==> config.mk <==
export PLATFORM = sky130hd
export DESIGN_NAME = mac_accumulator_flat
export DESIGN_NICKNAME = d
export VERILOG_FILES = /design/src/rtl/mac_accumulator_if.sv /design/src/rtl/mac_accumulator.sv /design/src/flat_wrapper.sv
export SDC_FILE = /design/constraint.sdc
export NUM_CORES = 1
export LEC_CHECK = 0
export CORE_AREA = 2 2 68 70
export DETAILED_ROUTE_END_ITERATION = 10
export DIE_AREA = 0 0 70 72
export PLACE_DENSITY = 0.81
export SYNTH_ARGS = -nofsm -noshare
export SYNTH_HDL_FRONTEND = slang
export SYNTH_SLANG_ARGS = --single-unit
==> constraint.sdc <==
create_clock -name clk -period 3.82 [get_ports clk]
set_clock_uncertainty 0.1 [all_clocks]
set_input_delay 0.382 -clock clk [delete_from_list [all_inputs] [get_ports clk]]
set_output_delay 0.382 -clock clk [all_outputs]
set_load 0.03 [all_outputs]
==> src/rtl/mac_accumulator_if.sv <==
// Handshake bundle for mac_accumulator.
//   in_valid/in_ready/in_m/in_q : operand-pair input stream
//   out_valid/out_ready/out_sum/out_ovf : dot-product result stream
// slave  : view seen by mac_accumulator
// master : view seen by the producer/consumer (testbench or upstream logic)
interface mac_accumulator_if #(
  parameter int unsigned ACC_W = 12
);
  logic             in_valid;
  logic             in_ready;
  logic [3:0]       in_m;
  logic [3:0]       in_q;
  logic             out_valid;
  logic             out_ready;
  logic [ACC_W-1:0] out_sum;
  logic             out_ovf;

  modport slave (
    input  in_valid, in_m, in_q, out_ready,
    output in_ready, out_valid, out_sum, out_ovf
  );

  modport master (
    output in_valid, in_m, in_q, out_ready,
    input  in_ready, out_valid, out_sum, out_ovf
  );
endinterface

==> src/rtl/mac_accumulator.sv <==
// Sequencing/accumulation stage around a 4x4 combinational array multiplier.
// Operand pairs are accepted over bus.in_*, registered onto mul_m/mul_q, and the
// returned product mul_p is summed one cycle later. After N_TERMS products the
// result is presented on bus.out_* until the downstream handshake.
//   clk, rst_n   : clock, synchronous active-low reset
//   bus          : operand input and result output handshakes (slave view)
//   mul_m, mul_q : registered operands to the array multiplier
//   mul_p        : combinational product back from the array multiplier
//   busy         : batch in progress or result pending
module mac_accumulator #(
  parameter int unsigned N_TERMS = 4,
  parameter int unsigned ACC_W   = 12
) (
  input  logic                 clk,
  input  logic                 rst_n,
  mac_accumulator_if.slave     bus,
  output logic [3:0]           mul_m,
  output logic [3:0]           mul_q,
  input  logic [7:0]           mul_p,
  output logic                 busy
);

  typedef enum logic [1:0] {
    ACCUM,
    DRAIN,
    HOLD
  } state_t;

  localparam logic [7:0] LAST_CNT = 8'(N_TERMS - 1);

  state_t           state;
  state_t           state_nxt;
  logic [ACC_W-1:0] acc;
  logic [7:0]       cnt;
  logic             pend;
  logic             ovf;
  logic [ACC_W-1:0] out_sum_r;
  logic             out_ovf_r;
  logic [ACC_W:0]   sum;
  logic             accept;

  assign accept = bus.in_valid && (state == ACCUM);
  // One extra bit so the carry out of ACC_W feeds the sticky overflow flag.
  assign sum    = {1'b0, acc} + {{(ACC_W - 7){1'b0}}, mul_p};

  assign bus.in_ready  = (state == ACCUM);
  assign bus.out_valid = (state == HOLD);
  assign bus.out_sum   = out_sum_r;
  assign bus.out_ovf   = out_ovf_r;
  assign busy          = (state != ACCUM) || (cnt != '0);

  always_ff @(posedge clk) begin
    if (!rst_n) begin
      state <= ACCUM;
    end else begin
      state <= state_nxt;
    end
  end

  always_comb begin
    state_nxt = state;
    unique case (state)
      ACCUM:   if (accept && (cnt == LAST_CNT)) state_nxt = DRAIN;
      DRAIN:   state_nxt = HOLD;
      HOLD:    if (bus.out_ready) state_nxt = ACCUM;
      default: state_nxt = ACCUM;
    endcase
  end

  always_ff @(posedge clk) begin
    if (!rst_n) begin
      acc       <= '0;
      cnt       <= '0;
      pend      <= 1'b0;
      ovf       <= 1'b0;
      mul_m     <= '0;
      mul_q     <= '0;
      out_sum_r <= '0;
      out_ovf_r <= 1'b0;
    end else begin
      unique case (state)
        ACCUM: begin
          if (accept) begin
            mul_m <= bus.in_m;
            mul_q <= bus.in_q;
            cnt   <= cnt + 8'd1;
            pend  <= 1'b1;
          end else begin
            pend  <= 1'b0;
          end
          if (pend) begin
            acc <= sum[ACC_W-1:0];
            ovf <= ovf | sum[ACC_W];
          end
        end
        DRAIN: begin
          // The last accepted product is still pending here; fold it straight
          // into the result registers.
          out_sum_r <= sum[ACC_W-1:0];
          out_ovf_r <= ovf | sum[ACC_W];
          pend      <= 1'b0;
        end
        HOLD: begin
          if (bus.out_ready) begin
            acc <= '0;
            cnt <= '0;
            ovf <= 1'b0;
          end
        end
        default: pend <= 1'b0;
      endcase
    end
  end

endmodule

==> src/flat_wrapper.sv <==
// flat-port wrapper written by rule: the top's interface ports become plain ports
module mac_accumulator_flat 
#(
  parameter int unsigned N_TERMS = 4,
  parameter int unsigned ACC_W   = 12
)
  (clk, rst_n, mul_m, mul_q, mul_p, busy, bus_in_valid, bus_in_m, bus_in_q, bus_out_ready, bus_in_ready, bus_out_valid, bus_out_sum, bus_out_ovf);
  mac_accumulator_if #(.ACC_W(ACC_W)) bus_i ();
  input  logic clk;
  input  logic rst_n;
  output logic [3:0] mul_m;
  output logic [3:0] mul_q;
  input  logic [7:0] mul_p;
  output logic busy;
  input wire logic [$bits(bus_i.in_valid)-1:0] bus_in_valid;
  input wire logic [$bits(bus_i.in_m)-1:0] bus_in_m;
  input wire logic [$bits(bus_i.in_q)-1:0] bus_in_q;
  input wire logic [$bits(bus_i.out_ready)-1:0] bus_out_ready;
  output wire logic [$bits(bus_i.in_ready)-1:0] bus_in_ready;
  output wire logic [$bits(bus_i.out_valid)-1:0] bus_out_valid;
  output wire logic [$bits(bus_i.out_sum)-1:0] bus_out_sum;
  output wire logic [$bits(bus_i.out_ovf)-1:0] bus_out_ovf;
  assign bus_i.in_valid = bus_in_valid;
  assign bus_i.in_m = bus_in_m;
  assign bus_i.in_q = bus_in_q;
  assign bus_i.out_ready = bus_out_ready;
  assign bus_in_ready = bus_i.in_ready;
  assign bus_out_valid = bus_i.out_valid;
  assign bus_out_sum = bus_i.out_sum;
  assign bus_out_ovf = bus_i.out_ovf;
  mac_accumulator #(.N_TERMS(N_TERMS), .ACC_W(ACC_W)) u_core (.clk(clk), .rst_n(rst_n), .bus(bus_i), .mul_m(mul_m), .mul_q(mul_q), .mul_p(mul_p), .busy(busy));
endmodule
==> Yosys cells after proc, flatten, opt, wreduce, memory -nomap -nowiden <==
Index checks and enable logic that the tools add are counted.
{ "word_totals": {"inputBits": 20, "elab_cells": 44, "reg_bits": 45} }
{ "op_classes": {"bitwise_logic": 1, "muxes": 14, "reduce_logical": 11, "eq_ne": 7, "addsub": 2} }
{ "ops": {"columns": ["operator", "n"], "rows": [
  ["$mux 12", 2],
  ["$pmux 12 s2", 1],
  ["$mux 8", 2],
  ["$pmux 8 s2", 1],
  ["$add 12x8->13", 1],
  ["$add 8x1->8 const B", 1],
  ["$eq 8x2->1 const B", 1],
  ["$reduce_bool 8->1", 1],
  ["$ne 2x1->1 const B", 3],
  ["$pmux 2 s3", 1],
  ["$reduce_and 3->1", 2],
  ["$mux 2", 2],
  ["$pmux 1 s2", 2],
  ["$reduce_and 2->1", 2],
  ["$reduce_bool 2->1", 2],
  ["$mux 1", 3],
  ["$eq 2x1->1 const B", 1],
  ["$eq 2x2->1 const B", 1],
  ["$logic_and 1x1->1", 2],
  ["$logic_not 2->1", 1],
  ["$ne 2x2->1 const B", 1],
  ["$logic_or 1x1->1", 1],
  ["$or 1x1->1", 1]
]} }

==> Logic depth before layout (Yosys ltp) <==
{ "depth": {"depth_word": 5, "ltp_mapped": 7} }

==> Worst setup path before layout <==
No wires, ideal clock.
{ "synth_timing": {"path_kind": "input to register", "start": "input port mul_p[0]", "end": "register u_core.ovf", "t_required_ns": 3.603, "path_buffers": 0, "setup_ns": 0.117, "setup_slack_ns": 1.774, "t_arrival_ns": 1.829, "cell_stages": 7, "path_cell_list": "ha_1 > fa_1 > a21oi_1 > o21ai_2 > a21oi_2 > nor3_1 > a32o_1"} }
{ "synth_between": {"elab_chain_len": 4} }
{ "synth_rtl": {"columns": ["item", "line_no", "text"], "rows": [
  ["start: declaration", "flat_wrapper.sv:13", "input logic [7:0] mul_p;"],
  ["$add 12x8->13", "mac_accumulator.sv:44", "assign sum = {1'b0, acc} + {{(ACC_W - 7){1'b0}}, mul_p};"],
  ["$or 1x1->1", "mac_accumulator.sv:93", "ovf <= ovf | sum[ACC_W];"],
  ["$mux 1", "mac_accumulator.sv:91", "if (pend) begin"],
  ["$pmux 1 s2", "mac_accumulator.sv:81", "unique case (state)"],
  ["end signal: assignment", "mac_accumulator.sv:93", null],
  ["end: declaration", "mac_accumulator.sv:36", "logic ovf;"]
]} }
No other way between the ends. The select of a mux whose other input is x is not followed.
A chain may end at the register's enable or synchronous reset.

==> Worst setup path in the final report <==
{ "layout_timing": {"start": "input port mul_p[1]", "end": "register u_core.acc[11]"} }
{ "layout_between": {"elab_chain_len": 3} }
{ "layout_rtl": {"columns": ["item", "line_no", "text"], "rows": [
  ["$add 12x8->13", "mac_accumulator.sv:44", null],
  ["$mux 12", "mac_accumulator.sv:91", null],
  ["$pmux 12 s2", "mac_accumulator.sv:81", null],
  ["end signal: assignment", "mac_accumulator.sv:92", "acc <= sum[ACC_W-1:0];"],
  ["end: declaration", "mac_accumulator.sv:33", "logic [ACC_W-1:0] acc;"]
]} }
No other way between the ends. The select of a mux whose other input is x is not followed.

==> results.sh <==
export IMPL_status="complete, no violations"
export IMPL_fin_area_sq_um=2840
export IMPL_fin_ws_ps=1470
export IMPL_via_count=2096
export IMPL_leakage_nw=1.076
export IMPL_holdWs_ps=355.5
export IMPL_globalplace_congestion=0.8394
export IMPL_hold_class="reg2reg"
export IMPL_power_mw=1.079
export IMPL_root_buffer="clkbuf_8"
export IMPL_worstPathMaxFanout=4
export IMPL_syn_nets=304
export IMPL_finalMaxSlewViolations=0
export IMPL_ys_ff_latch=45
export IMPL_dp_slack_ps=1163
export IMPL_ioPinCount=44
export IMPL_wire_per_inst_um=13.93
export IMPL_antenna_cells=0
export IMPL_drc_errors=0
export IMPL_finalNonFillerCells=365
export IMPL_syn_avg_cell_area_sq_um=8.309
export IMPL_synthesis_area_sq_um=2268
export IMPL_tns_ps=0
export IMPL_seq_area_frac_synth=0.3971
export IMPL_synthArstFlopShare=0
export IMPL_ir_drop_mv=0.2219
export IMPL_io_buffers=43
export IMPL_grt_pass1_wl_mm=8.728
export IMPL_insertion_delay_ps=290
export IMPL_hpwl_mm=3.563
export IMPL_die_y_um=72
export IMPL_finalCritPeriodShare=0.6151
export IMPL_clk_path_buf_depth=2
export IMPL_synth_edf_count=0
export IMPL_tightestPinTransition_ps=1095
export IMPL_setup_violations=0
export IMPL_area_growth_syn_to_layout_pct=25.21
export IMPL_fin_nets=343
export IMPL_final_antenna_net_count=0
export IMPL_grt_antenna_before_repair=0
export IMPL_power_per_cell_area_nw_per_um2=379.9
export IMPL_hold_buffers=0
export IMPL_grt_overflow=0
export IMPL_drv_cap=0
export IMPL_crit_required_ps=3910
export IMPL_cts_tree="yes"
export IMPL_fin_util=0.6661
export IMPL_start_util=0.5320
export IMPL_hold_viol_final=0
export IMPL_ys_flop_type="dfxtp_1"
export IMPL_grtUsageTotal=0.2108
export IMPL_h_tree_depth=2
export IMPL_netlist_cell_type_count=45
export IMPL_min_period_ps=2350
export IMPL_core_area_sq_um=4264
export IMPL_grt_pass1_vias=2001
export IMPL_max_freq_mhz=425.6
export IMPL_row_count=24
export IMPL_crit_type="in2reg"
export IMPL_place_area_sq_um=2706
export IMPL_cts_buffers=5
export IMPL_firstDrtPassIters=4
export IMPL_crit_arrival_ps=2440
export IMPL_drive_above_1_share=0.05112
export IMPL_drt_iter0_drc=135
export IMPL_cts_repair_resized=0
export IMPL_critPathLaunchType="primary input"
export IMPL_vias_per_cell=5.742
export IMPL_netlist_instances=273
export IMPL_cts_sinks=45
export IMPL_postCtsSetupBuffers=0
export IMPL_nFillCells=377
export IMPL_rsz0062_at_grt="false"
export IMPL_maxSlewHeadroom=0.2682
export IMPL_die_w_um=70
export IMPL_cts_reportedPaths_clkPinSlew_ps=80
export IMPL_end_kind="flip-flop"
export IMPL_die_area_sq_um=5040
export IMPL_grt_max_degree=22
export IMPL_placedCellCount=357
export IMPL_wl_mm=5.086
export IMPL_yosysWarnings=0
-- cells in the mapped netlist (6+ instances only) --
cell type | n | area [sq um]
dfxtp_1 | 45 | 900.9
nand2_1 | 42 | 157.7
a21oi_1 | 25 | 125.1
nor2_1 | 20 | 75.07
nand3_1 | 16 | 80.08
ha_1 | 10 | 125.1
clkbuf_1 | 9 | 33.78
and2_1 | 7 | 43.79
xor2_1 | 7 | 61.31
a211oi_1 | 6 | 45.04
nand2b_1 | 6 | 37.54
o21ai_0 | 6 | 30.03
-- final timing paths --
check	from	end	slack, ps	depth (start not counted)
worst max register to register	u_core.acc[4]$_SDFFE_PN0P_	u_core.acc[11]$_SDFFE_PN0P_	1670	6
worst max-delay path	mul_p[1]	u_core.acc[11]$_SDFFE_PN0P_	1470	7
worst min-delay path	u_core.mul_q[2]$_SDFFE_PN0P_	u_core.mul_q[2]$_SDFFE_PN0P_	360	2
worst min register to register	u_core.mul_q[2]$_SDFFE_PN0P_	u_core.mul_q[2]$_SDFFE_PN0P_	360	2
-- where the power goes --
group / switching, mW / internal [mW] / total (mW)
Combinational: 0.0929 / 0.0701 / 0.163
Sequential: 0.0101 / 0.484 / 0.494
Clock: 0.162 / 0.260 / 0.422
Total: 0.265 / 0.814 / 1.08
-- flip-flops by register name, summed over array words and instances, names as in the netlist --
| register | cells |
|---|---|
| u_core.acc | 12 |
| u_core.bus.out_ovf | 1 |
| u_core.bus.out_sum | 12 |
| u_core.cnt | 8 |
| u_core.mul_m | 4 |
| u_core.mul_q | 4 |
| u_core.ovf | 1 |
| u_core.pend | 1 |
| u_core.state | 2 |
-- critical path: stages --
cell and delay [ps]:
clkdlybuf4s50_1 450, ha_1 320, a21o_1 180, and4_2 260, o21ai_0 370, a211oi_1 140
a311o_1 330
-- final cells by class --
| class | count | area, sq um | share of cell area |
|---|---|---|---|
| Inverter | 5 | 18.77 | 0.006608 |
| Tap cell | 52 | 65.06 | 0.02291 |
| Multi-Input combinational cell | 210 | 1276 | 0.4493 |
| Timing Repair Buffer | 45 | 445.4 | 0.1568 |
| Clock inverter | 3 | 65.06 | 0.02291 |
| Clock buffer | 5 | 68.82 | 0.02423 |
| Sequential cell | 45 | 900.9 | 0.3172 |
-- routing by layer --
metal | global-route usage | vias to the layer above | part of all wire | wire length [um]
met1 | 0.2659 | 979 | 0.46 | 2334
li1 | - | 1058 | - | -
met5 | 0 | - | 0 | 0
met2 | 0.3672 | 48 | 0.48 | 2433
met4 | 0.07479 | 0 | 0.020 | 100
met3 | 0.03472 | 11 | 0.043 | 217
-- logic make-up (layout without fill, tap and decap cells) --
kind of cell    count (synthesis)  count (layout)  synth area share
simple gates                  120             120            0.2570
compound gates                 70              70            0.2068
flops                          45              45            0.3971
buf+inv                        18              58           0.04026
fa+ha+maj                      11              11           0.06398
xor+xnor                        9               9           0.03475
-- cell usage in the layout, fill, tap and decap left out, drive strengths merged, types with 2 or more instances in the layout --
cell,netlist,final
o211ai,5,5
a21o,4,4
or4,4,4
nor2b,2,2
bufinv,0,2
o311ai,4,4
buf,4,2
or3,5,5
nand3,16,16
nand2b,6,6
o21ai,7,7
xor2,7,7
a21oi,26,26
a21boi,3,3
clkdlybuf4s50,0,43
xnor2,2,2
and2,7,7
dfxtp,45,45
nor2,21,21
inv,5,5
a211oi,6,6
nand4,5,5
nand2,42,42
a22oi,5,5
nor3,5,5
clkbuf,9,5
and3,4,4
ha,10,10
Note: power is estimated with default switching activity, not from simulation.
